<file path="src/rtl/dct_ctrl_pkg.sv">
// Shared definitions for the serial DCT frame controller: block-size codes, size decode, TX FSM states.
// Purely combinational helpers; no state, no handshakes.
package dct_ctrl_pkg;

  localparam logic [2:0] SZ_4  = 3'd0;
  localparam logic [2:0] SZ_8  = 3'd1;
  localparam logic [2:0] SZ_16 = 3'd2;
  localparam logic [2:0] SZ_32 = 3'd3;

  typedef logic [2:0] tx_state_t;

  localparam tx_state_t ST_IDLE  = 3'd0;
  localparam tx_state_t ST_START = 3'd1;
  localparam tx_state_t ST_LOAD  = 3'd2;
  localparam tx_state_t ST_SHIFT = 3'd3;
  localparam tx_state_t ST_WAIT  = 3'd4;

  // Points per block; reserved codes decode to 0.
  function automatic logic [5:0] size_to_n(input logic [2:0] size);
    case (size)
      SZ_4:    return 6'd4;
      SZ_8:    return 6'd8;
      SZ_16:   return 6'd16;
      SZ_32:   return 6'd32;
      default: return 6'd0;
    endcase
  endfunction

  function automatic logic size_reserved(input logic [2:0] size);
    return size[2];
  endfunction

endpackage

</file>
<file path="src/rtl/dct_serdes_rx.sv">
// Collects CW-bit coefficients MSB-first from the core; strobe lands one cycle after the last bit.
// No backpressure on either side; everything clears whenever en is low.
module dct_serdes_rx
  import dct_ctrl_pkg::*;
#(
  parameter int CW = 16
) (
  input  logic          clk,
  input  logic          rst,
  input  logic          en,
  input  logic [2:0]    size,
  input  logic          sdat,
  input  logic          sval,
  output logic [CW-1:0] coef_dat,
  output logic          coef_vld,
  output logic [4:0]    coef_idx,
  output logic          coef_last,
  output logic          done
);

  localparam int BW = $clog2(CW);

  logic [CW-2:0] sreg;
  logic [BW-1:0] bit_cnt;
  logic [4:0]    idx;
  logic [5:0]    n;
  logic [CW-1:0] word;

  assign n    = size_to_n(size);
  assign word = {sreg, sdat};

  always_ff @(posedge clk) begin
    if (rst || !en) begin
      sreg      <= '0;
      bit_cnt   <= '0;
      idx       <= '0;
      coef_dat  <= '0;
      coef_vld  <= 1'b0;
      coef_idx  <= '0;
      coef_last <= 1'b0;
      done      <= 1'b0;
    end else begin
      coef_vld  <= 1'b0;
      coef_last <= 1'b0;
      done      <= 1'b0;
      if (sval) begin
        sreg <= word[CW-2:0];
        if (bit_cnt == BW'(CW - 1)) begin
          bit_cnt  <= '0;
          coef_dat <= word;
          coef_vld <= 1'b1;
          coef_idx <= idx;
          if ({1'b0, idx} == n - 6'd1) begin
            coef_last <= 1'b1;
            done      <= 1'b1;
            idx       <= '0;
          end else begin
            idx <= idx + 5'd1;
          end
        end else begin
          bit_cnt <= bit_cnt + 1'b1;
        end
      end
    end
  end

endmodule

</file>
<file path="src/rtl/dct_serial_frame_ctrl.sv">
// Runs one block through the serial DCT core: START strobe, then per sample a LOAD handshake and DW serial bits.
// Sample input stalls in LOAD only; coefficient output has no backpressure; watchdog aborts a silent core.
module dct_serial_frame_ctrl
  import dct_ctrl_pkg::*;
#(
  parameter int DW  = 16,
  parameter int CW  = 16,
  parameter int TMO = 1024
) (
  input  logic          iClk,
  input  logic          iRst,
  input  logic [2:0]    iCfgSize,
  input  logic          iStart,
  output logic          oBusy,
  output logic          oDone,
  output logic          oErr,
  input  logic [DW-1:0] iSmpData,
  input  logic          iSmpValid,
  output logic          oSmpReady,
  output logic [2:0]    oCoreSize,
  output logic          oCoreValid,
  output logic          oCoreSDAT,
  output logic          oCoreSVAL,
  input  logic          iCoreSDAT,
  input  logic          iCoreSVAL,
  output logic [CW-1:0] oCoefData,
  output logic          oCoefValid,
  output logic [4:0]    oCoefIdx,
  output logic          oCoefLast
);

  localparam int BW = $clog2(DW);
  localparam int WW = $clog2(TMO + 1);

  tx_state_t     state;
  logic [2:0]    size_q;
  logic [DW-1:0] sreg;
  logic [BW-1:0] bit_cnt;
  logic [5:0]    smp_cnt;
  logic [WW-1:0] wd_cnt;
  logic          err_q;
  logic          done_seen;
  logic          rx_done;
  logic [5:0]    n;
  logic          busy;

  assign n    = size_to_n(size_q);
  assign busy = (state != ST_IDLE);

  always_ff @(posedge iClk) begin
    if (iRst) begin
      state     <= ST_IDLE;
      size_q    <= '0;
      sreg      <= '0;
      bit_cnt   <= '0;
      smp_cnt   <= '0;
      wd_cnt    <= '0;
      err_q     <= 1'b0;
      done_seen <= 1'b0;
    end else begin
      err_q <= 1'b0;
      case (state)
        ST_IDLE: begin
          if (iStart) begin
            if (size_reserved(iCfgSize)) begin
              err_q <= 1'b1;
            end else begin
              size_q <= iCfgSize;
              state  <= ST_START;
            end
          end
        end
        ST_START: begin
          smp_cnt   <= '0;
          done_seen <= 1'b0;
          state     <= ST_LOAD;
        end
        ST_LOAD: begin
          if (iSmpValid) begin
            sreg    <= iSmpData;
            bit_cnt <= '0;
            state   <= ST_SHIFT;
          end
        end
        ST_SHIFT: begin
          sreg    <= {sreg[DW-2:0], 1'b0};
          bit_cnt <= bit_cnt + 1'b1;
          if (bit_cnt == BW'(DW - 1)) begin
            smp_cnt <= smp_cnt + 6'd1;
            wd_cnt  <= '0;
            state   <= (smp_cnt == n - 6'd1) ? ST_WAIT : ST_LOAD;
          end
        end
        ST_WAIT: begin
          if (rx_done || done_seen) begin
            state <= ST_IDLE;
          end else if (iCoreSVAL) begin
            wd_cnt <= '0;
          end else if (wd_cnt == WW'(TMO - 1)) begin
            err_q <= 1'b1;
            state <= ST_IDLE;
          end else begin
            wd_cnt <= wd_cnt + 1'b1;
          end
        end
        default: state <= ST_IDLE;
      endcase
      // The core may finish emitting before the last sample has been shifted out.
      if (rx_done && state != ST_WAIT) begin
        done_seen <= 1'b1;
      end
    end
  end

  assign oBusy      = busy;
  assign oErr       = err_q;
  assign oDone      = rx_done;
  assign oSmpReady  = (state == ST_LOAD);
  assign oCoreSize  = busy ? size_q : 3'd0;
  assign oCoreValid = (state == ST_START);
  assign oCoreSVAL  = (state == ST_SHIFT);
  assign oCoreSDAT  = (state == ST_SHIFT) & sreg[DW-1];

  dct_serdes_rx #(
    .CW(CW)
  ) u_rx (
    .clk      (iClk),
    .rst      (iRst),
    .en       (busy),
    .size     (size_q),
    .sdat     (iCoreSDAT),
    .sval     (iCoreSVAL),
    .coef_dat (oCoefData),
    .coef_vld (oCoefValid),
    .coef_idx (oCoefIdx),
    .coef_last(oCoefLast),
    .done     (rx_done)
  );

endmodule

</file>
<file path="config.mk">
export PLATFORM = sky130hd
export DESIGN_NAME = dct_serial_frame_ctrl
export DESIGN_NICKNAME = d
export VERILOG_FILES = /design/src/rtl/dct_ctrl_pkg.sv /design/src/rtl/dct_serdes_rx.sv /design/src/rtl/dct_serial_frame_ctrl.sv
export SDC_FILE = /design/constraint.sdc
export NUM_CORES = 1
export LEC_CHECK = 0
export ABC_AREA = 1
export BUFFER_PORTS_ARGS = -buffer_cell sky130_fd_sc_hd__buf_2
export CAP_MARGIN = 20
export CORE_MARGIN = 4
export CORE_UTILIZATION = 55
export CTS_BUF_LIST = sky130_fd_sc_hd__clkbuf_8 sky130_fd_sc_hd__clkbuf_16
export DETAILED_ROUTE_END_ITERATION = 8
export GPL_TIMING_DRIVEN = 1
export PLACE_DENSITY_LB_ADDON = 0.2
export SYNTH_ARGS = -nofsm -noshare
export SYNTH_HDL_FRONTEND = slang
export SYNTH_SLANG_ARGS = --single-unit
</file>
<file path="constraint.sdc">
create_clock -name iClk -period 1.55 [get_ports iClk]
set_input_delay 0.31 -clock iClk [delete_from_list [all_inputs] [get_ports iClk]]
set_output_delay 0.31 -clock iClk [all_outputs]
set_load 0.01 [all_outputs]
</file>
Word level (Yosys, flattened, before mapping)
Index checks and enable logic that the tools add are counted.

storage, ports and cells
  flip-flop bits (word level) = 91
  input bits = 25
  output and inout bits = 33
  word-level logic and storage cells = 99

cells by class
  add/sub/neg operators = 6
  equality and inequality tests = 21
  multiplexer cells = 34
  bitwise gates (word level) = 4
  reductions and logical operators = 19

operators with widths
  operator                                                number
  2-to-1 mux 11 bit                                       4
  one-hot mux 16 bit (2 select lines)                     1
  2-to-1 mux 3 bit                                        8
  one-hot mux 6 bit (4 select lines)                      1
  one-hot mux 11 bit (2 select lines)                     1
  2-to-1 mux 16 bit                                       1
  one-hot mux 3 bit (5 select lines)                      1
  != test 3 bit (second input constant)                   4
  one-hot mux 6 bit (2 select lines)                      1
  adder 11 x 1 -> 11 bit (second input constant)          1
  equality test 11 x 10 -> 1 bit (second input constant)  1
  2-to-1 mux 1 bit                                        9
  adder 4 x 1 -> 4 bit (second input constant)            2
  equality test 4 bit (second input constant)             2
  2-to-1 mux 4 bit                                        2
  != test 2 bit (second input constant)                   4
  one-hot mux 4 bit (2 select lines)                      1
  nonzero test 2 bit                                      4
  adder 6 x 1 -> 6 bit (second input constant)            1
  equality test 3 x 2 -> 1 bit (second input constant)    2
  equality test 5 x 6 -> 1 bit                            1
  equality test 6 bit                                     1
  logical NOT 3 bit                                       2
  2-to-1 mux 6 bit                                        1
  22 further kinds                                        28

Logic depth before layout (Yosys ltp)
Gate-level depths: netlist (run 1).

  depth after elaboration = 7
  gate-level depth with buffers = 11
  gate-level depth less buffers = 11

Cells and area by module
From an unflattened synthesis (run 1), not the netlist that was laid out.

second synthesis, totals
  cells, all modules = 594
  area total of the unflattened synthesis = 4289.1 um2

modules (own cells, without submodules)
  module                 instances  cells each  area an instance (um2)  seq. area each (um2)
  dct_serial_frame_ctrl  1          365         2421.1                  880.8
  dct_serdes_rx          1          229         1868.0                  940.9

Least setup slack after synthesis (run 1)
OpenSTA, ideal clock, no wires.

  path type = register to register
  from = reg wd_cnt[0]
  to = reg wd_cnt[1]
  setup time = 0.118 ns
  arrival time = 1.308 ns
  data required time = 1.432 ns
  setup slack = 0.124 ns
  stages on the path, launching flop included = 9
  path buffers = 0
  clock period less this slack = 1.426 ns
  cells stage by stage = dfxtp_1 ha_1 nand2_1 nor2_2 nand4_1 nand2_2 nand2_1 o21bai_1 nor2_1

between the ends
  cells in the longest elaborated chain, start to end = 5
  elaborated cells on any way between the ends = 8
  those cells by class = add/sub (1); eq/ne (2); mux (4); reduce/logical (1)

RTL lines
  what                                 line                          RTL
  start, declared                      dct_serial_frame_ctrl.sv:40   logic [WW-1:0] wd_cnt;
  start signal, assigned               dct_serial_frame_ctrl.sv:103  wd_cnt <= wd_cnt + 1'b1;
  adder 11 x 1 -> 11 bit               dct_serial_frame_ctrl.sv:103
  2-to-1 mux 11 bit                    dct_serial_frame_ctrl.sv:99   end else if (wd_cnt == WW'(TMO - 1)) begin
  2-to-1 mux 11 bit                    dct_serial_frame_ctrl.sv:97   end else if (iCoreSVAL) begin
  2-to-1 mux 11 bit                    dct_serial_frame_ctrl.sv:95   if (rx_done || done_seen) begin
  one-hot mux 11 bit (2 select lines)  dct_serial_frame_ctrl.sv:62   case (state)

Parallel ways exist; a longest one is shown, timed or not. The select of a mux whose other input is x is not followed.
A chain may end at the register's enable or synchronous reset.

Worst setup path after layout (run 1)
  from = reg state[0]
  to = out oCoreSDAT

between the ends
  cells in the longest elaborated chain, start to end = 2

RTL lines
  what                          line                          RTL
  start, declared               dct_serial_frame_ctrl.sv:35   tx_state_t state;
  start signal, assigned        dct_serial_frame_ctrl.sv:91   state <= (smp_cnt == n - 6'd1) ? ST_WAIT : ST_LOAD;
  equality test 3 x 2 -> 1 bit  dct_serial_frame_ctrl.sv:122  assign oCoreSDAT = (state == ST_SHIFT) & sreg[DW-1];
  AND 1 bit                     dct_serial_frame_ctrl.sv:122
  end, declared                 dct_serial_frame_ctrl.sv:22   output logic oCoreSDAT,

Every way passes these cells.

==> results by group, run 1 <==
Timing
  • Final worst-path cycle share: 101%
  • Clock skew: 0.00961 ns
  • Slew Viols, Final: 0
  • Fmax achieved: 637 MHz
  • Final Hold Viols: 0
  • Final setup violation count: 1
  • Post-layout min period: 1.57 ns
  • PnR worst setup slack: -0.0206 ns
  • RSZ-0062 raised after global routing: yes
  • Setup_tns: -0.0206 ns

GRT
  • Pin count of the biggest net entering global routing: 35
  • First-pass GRT wire length: 14800 µm
  • Initial antenna violation count: 0
  • Vias in the first global route: 3402
  • GRT overflow: 0
  • GRT Total Usage: 20.8%

Setup path
  • WS Path Type: flop to primary output
  • Required time worst endpoint: 1.24 ns
  • Worst endpoint data arrival time: 1.26 ns
  • Startpoint types: flop
  • Endpoint type of the worst setup path: primary output
  • Crit-path max FO: 4

Synthesis
  • Register bit total from synthesis: 91
  • Syn_area_per_cell: 7.26 µm²
  • Post-synth net total: 574
  • Synth Area in Compound Gates: 14.6%
  • Synth Flop Type: dfxtp_1
  • Largest family of logic cells by synthesized area: simple AND/OR/NAND/NOR gates
  • Post-synthesis mux area share: 0%
  • Post-Synth Adder-Cell Area: 1.58%
  • Register area share after synthesis: 46.1%
  • EDFF count, synth: 0
  • Netlist cell types: 33
  • Syn Std Cell Area: 0.00395 mm²
  • Simple-gate area share of the yosys netlist: 27.6%
  • Cells after synthesis: 544
  • Xor-xnor portion of the synthesized cell area: 1.55%
  • Ys async rst share: 0%
  • Yosys warning count: 0

Power
  • VDD IR max: 0.716 mV
  • P_leak: 0.00205 µW
  • Power per cell area: 1230 mW/mm²

Die
  • Top Ports: 58
  • Row Count: 30
  • Initial core utilization: 57.5%
  • CORE AREA: 0.00687 mm²
  • DIE AREA: 0.00860 mm²
  • Die Y-Extent: 92.8 µm
  • Die width: 92.8 µm

Layout
  • Layout cells sized above 1: 25.0%
  • Antenna diodes: 0
  • Highest-count cells in the layout ignoring fill and taps: nand2_1, dfxtp_1, nor2_1
  • Post-route design area: 0.00490 mm²
  • Commonest non-fill, non-tap cell in the layout: nand2_1
  • Nets@finish: 661
  • Synthesis-to-layout area growth: 24.0%

Routing
  • WL final: 9270 µm
  • Iteration-0 DRC Markers: 207
  • Wire per inst: 12.7 µm
  • Residual DRC count: 0
  • Antenna viol nets, final: 0
  • Number of vias per cell: 5.20
  • Via count: 3807
  • DR pass1 iterations: 5

Hold path
  • Worst hold-check path type: input port to flop

CTS
  • TritonCTS Buffers: 9
  • CTS H-tree depth: 3
  • # hold bufs at CTS: 0
  • Root Buffer: clkbuf_8
  • Clk sinks: 91
  • Clock latency at the later pin of the worst-skew pair: 0.37 ns
  • CTS tree: built
  • Longest Clk Path Bufs: 2
  • CTS clk-pin slew, worst paths: 0.09 ns

Place
  • PortBufs: 56
  • Place WS: 0.0189 ns
  • Placed Area: 0.00445 mm²
  • Post-DP HPWL: 6170 µm
  • Routability Congestion: 0.874

Status
  • Failing checks: setup timing
  • Status: finished, violations left

Flow run
  • Max cap viols: 0
[metal layers]
layer  share of wire (%)  vias up  routed length (µm)  GRT usage, %
met5                   0        -                   0             0
met4                 2.2        0                 206          8.79
met3                 4.9       22                 457          3.33
met2                  49      101                4560          35.8
met1                  44     1743                4050          25.7
li1                    -     1941                   -             -
[power by group]
group	internal, µW	total (µW)	leakage, µW	switching [µW]
sequential	2550	2730	0.000740	181
clock	626	1570	0.0000982	948
combinational	727	1740	0.00121	1010
total	3900	6040	0.00205	2140
[final timing paths]
kind,from,endpoint,slack [ns],cells past startpoint
setup / recovery,state[0],oCoreSDAT,-0.02,5
hold / removal,iSmpData[0],sreg[0],0.19,3
setup reg to reg,wd_cnt[1],state[1],0.04,8
hold reg to reg,bit_cnt[0],bit_cnt[0],0.45,1
[cells in the mapped netlist (2+ instances only)]
library cell | count | area, µm²
a21oi_1 | 44 | 220
a22oi_1 | 2 | 15.0
a31oi_1 | 10 | 62.6
buf_2 | 8 | 40.0
buf_4 | 4 | 30.0
clkbuf_1 | 9 | 33.8
dfxtp_1 | 91 | 1820
ha_1 | 5 | 62.6
inv_1 | 54 | 203
inv_2 | 4 | 15.0
nand2_1 | 103 | 387
nand2_2 | 4 | 25.0
nand2_4 | 2 | 22.5
nand3_1 | 42 | 210
nand4_1 | 5 | 31.3
nor2_1 | 89 | 334
nor2_2 | 3 | 18.8
nor2_4 | 2 | 22.5
nor3_1 | 3 | 15.0
o21ai_0 | 28 | 140
o21ai_1 | 7 | 35.0
o21bai_1 | 3 | 22.5
o221ai_1 | 6 | 52.6
xor2_1 | 7 | 61.3
[cells by family after synthesis]
family                   count (synthesis)
AND/OR/NAND/NOR                        256
AO/OA/AOI/OAI                          103
flip-flops                              91
buffers and inverters                   81
XOR/XNOR                                 7
adder cells (fa/ha/maj)                  5
other                                    1
[metrics by stage]
stage | utilization, % | total power [µW] | hold WS (ns) | std cells
after floorplan | - | 3650 | 0.434 | 544
after global placement | 64.8 | 4080 | 0.441 | 700
after detailed placement | 64.8 | 4120 | 0.452 | 700
after CTS | 68.4 | 5750 | 0.187 | 721
after global routing | 71.3 | 6380 | 0.202 | 732
final | 71.3 | 6040 | 0.189 | 732
[timing repair]
item	CTS	global route
pin swaps	4	9
endpoints found under the setup margin	5	50
gates resized for setup	9	42
buffers inserted	5	12
[area by class of cell]
| cell class | count | area (µm²) |
|---|---|---|
| Fill cell | 564 | 1970 |
| Multi-Input combinational cell | 372 | 1890 |
| Sequential cell | 91 | 1840 |
| Timing Repair Buffer | 99 | 639 |
| Inverter | 58 | 220 |
| Clock buffer | 9 | 124 |
| Tap cell | 96 | 120 |
| Clock inverter | 7 | 66.3 |
[critical path: stages (launching register included)]
cell	delay [ns]
dfxtp_4	0.41
nand2_4	0.07
nor2_4	0.15
inv_2	0.07
nor2_2	0.08
buf_2	0.13
[sequential cells by signal (all words and copies together) (netlist names), 2 cells and up]
name / cells
sreg: 16
u_rx.coef_dat: 16
u_rx.sreg: 15
wd_cnt: 11
smp_cnt: 6
u_rx.coef_idx: 5
u_rx.idx: 5
bit_cnt: 4
u_rx.bit_cnt: 4
state: 3
size_q: 2
Note: power is estimated with default switching activity, not from simulation.
==> run 2, diff against run 1 <==
--- a/config.mk
+++ b/config.mk
@@ -9,7 +9,7 @@
 export BUFFER_PORTS_ARGS = -buffer_cell sky130_fd_sc_hd__buf_2
 export CAP_MARGIN = 20
 export CORE_MARGIN = 4
-export CORE_UTILIZATION = 55
+export CORE_UTILIZATION = 45
 export CTS_BUF_LIST = sky130_fd_sc_hd__clkbuf_8 sky130_fd_sc_hd__clkbuf_16
 export DETAILED_ROUTE_END_ITERATION = 8
 export GPL_TIMING_DRIVEN = 1
==> results by group, run 2 (same netlist as run 1, synthesis figures left out) <==
Status
  • Status: finished, violations left
  • Failing checks: setup timing

Setup path
  • Endpoint type of the worst setup path: primary output
  • Crit path buf inv count: 3 (+1)
  • CP startpoint: state[2]
  • Worst Reg2Reg Path Length in Cells: 11 (+3)
  • Worst r2r src: state[2]
  • Max stage delay on crit path: 0.37 ns (-0.04 ns)
  • Crit path depth: 5 (unchanged)
  • WS Path Type: flop to primary output
  • Required time worst endpoint: 1.24 ns (about the same)
  • Worst endpoint data arrival time: 1.27 ns (about the same)
  • Startpoint types: flop
  • Crit-path max FO: 6 (+2)
  • Slowest CP cell: dfxtp_4
  • Family with the most delay on the worst path: flip-flops
  • Worst path cell trace: buf_4, nor2_4, inv_2, nor2_1, buf_2

Layout
  • Commonest non-fill, non-tap cell in the layout: nand2_1
  • Layout cells sized above 1: 25.6% (+0.59 points)
  • Highest-count cells in the layout ignoring fill and taps: nand2_1, dfxtp_1, nor2_1
  • Final std cells w/o fill: 738 (+0.82%)
  • Antenna diodes: 0 (unchanged)
  • Area of the multi-input gates: 0.00192 mm² (+1.5%)
  • Synthesis-to-layout area growth: 24.6%
  • Top Registers: sreg (16), u_rx.coef_dat (16), u_rx.sreg (15)
  • Nets@finish: 658 (-0.45%)
  • Register area: 0.00184 mm² (-0.14%)
  • Number of fillers in the final layout: 799 (+42%)

Hold path
  • Hold path depth: 3 (unchanged)
  • HP Start: iSmpData[0]
  • Worst hold-check path type: input port to flop

GRT
  • Pin count of the biggest net entering global routing: 26 (-26%)
  • Vias in the first global route: 3374 (-0.82%)
  • GRT overflow: 0 (unchanged)
  • GRT Total Usage: 17.9% (-2.9 points)
  • First-pass GRT wire length: 15100 µm (+2.1%)
  • Initial antenna violation count: 0 (unchanged)

Flow run
  • Max cap viols: 0 (unchanged)

Die
  • Die Y-Extent: 102 µm (+9.6%)
  • DIE AREA: 0.0103 mm² (+20%)
  • Top Ports: 58 (unchanged)
  • Row Count: 33 (+10%)
  • Initial core utilization: 47.1% (-10 points)
  • Die width: 102 µm (+9.6%)
  • CORE AREA: 0.00838 mm² (+22%)

CTS
  • TritonCTS Buffers: 9 (unchanged)
  • Clock latency at the later pin of the worst-skew pair: 0.36 ns (about the same)
  • CTS H-tree depth: 3 (unchanged)
  • # hold bufs at CTS: 0 (unchanged)
  • Root Buffer: clkbuf_8
  • CTS clk-pin slew, worst paths: 0.09 ns (about the same)
  • Clk sinks: 91 (unchanged)
  • CTS tree: built
  • Longest Clk Path Bufs: 2 (unchanged)

Routing
  • Iteration-0 DRC Markers: 107 (-48%)
  • Number of vias per cell: 4.96 (-4.6%)
  • Met1 wire length: 4140 µm (+2.3%)
  • DR pass1 iterations: 4 (-1)
  • DR WL met3: 319 µm (-30%)
  • Routed wl met2: 4570 µm (+0.40%)
  • Residual DRC count: 0 (unchanged)
  • Wire per inst: 12.3 µm (-2.8%)
  • WL final: 9080 µm (-2.0%)
  • Via count: 3663 (-3.8%)
  • Antenna viol nets, final: 0 (unchanged)
  • Highest routed layer: met4

Timing
  • Final setup violation count: 1 (unchanged)
  • PnR worst setup slack: -0.0274 ns (-0.00684 ns)
  • Final worst-path cycle share: 102% (+0.44 points)
  • Clock skew: 0.0109 ns (+0.00130 ns)
  • Hold_ws: 0.199 ns (+0.00932 ns)
  • Fmax achieved: 634 MHz (-0.43%)
  • Post-layout min period: 1.58 ns (+0.00684 ns)
  • Final Hold Viols: 0 (unchanged)
  • RSZ-0062 raised after global routing: yes
  • Slew Viols, Final: 0 (unchanged)
  • Setup_tns: -0.0274 ns (-0.00684 ns)

Place
  • Routability Congestion: 0.849 (-2.8%)
  • PortBufs: 56 (unchanged)
  • Place WS: 0.0136 ns (-0.00532 ns)
  • Cells after DPL: 711 (+1.6%)
  • Post-DP HPWL: 6500 µm (+5.3%)

Power
  • P_leak: 0.00205 µW (-0.20%)
  • Power per cell area: 1230 mW/mm² (-0.36%)
  • VDD IR max: 0.613 mV (-14%)
==> run 2: worst paths after layout <==
kind	to	slack, ns
max	oCoreSDAT	-0.03
min	sreg[0]	0.20
max reg2reg	smp_cnt[4]	0.03
min reg2reg	bit_cnt[0]	0.46
==> run 2: final cells by class <==
type | instances | share of cell area (%)
inverters | 58 | 4.47
multi-input cells | 372 | 38.9
flip-flops and latches | 91 | 37.3
well taps | 105 | 2.67
clock buffers | 9 | 2.52
repair buffers | 96 | 12.4
clock inverters | 7 | 1.65
==> run 2: per-layer routing <==
metal	GRT usage, %	up-vias
met5	0	-
met4	5.73	0
met3	3.86	4
met2	31.0	52
met1	22.2	1681
li1	-	1926
==> run 2: per-stage QoR <==
step / instance area (µm²) / total power, µW / utilization [%]
2_1_floorplan: 3950 / 3650 / -
3_3_place_gp: 4460 / 4050 / 53.2
3_5_place_dp: 4460 / 4080 / 53.2
4_1_cts: 4760 / 5870 / 56.8
5_1_grt: 4920 / 6400 / 58.8
6_report: 4920 / 6050 / 58.8
==> run 2: what timing repair did <==
action / in CTS / in global routing
setup buffers: 8 / 4
pin swaps: 2 / 8
gates resized for setup: 10 / 47
endpoints found under the setup margin: 9 / 68
==> run 2: power breakdown <==
part	internal [µW]	leakage [µW]	total, µW	switching [µW]
logic	673	0.00121	1650	978
registers	2540	0.000739	2720	176
clock network	772	0.000101	1680	906
total	3990	0.00205	6050	2060
==> run 2: tightest hold or removal path: cells and delay by family <==
family	cells	cell delay, ns
buf+inv	1	0.09
simple gates	1	0.05
compound gates	1	0.05
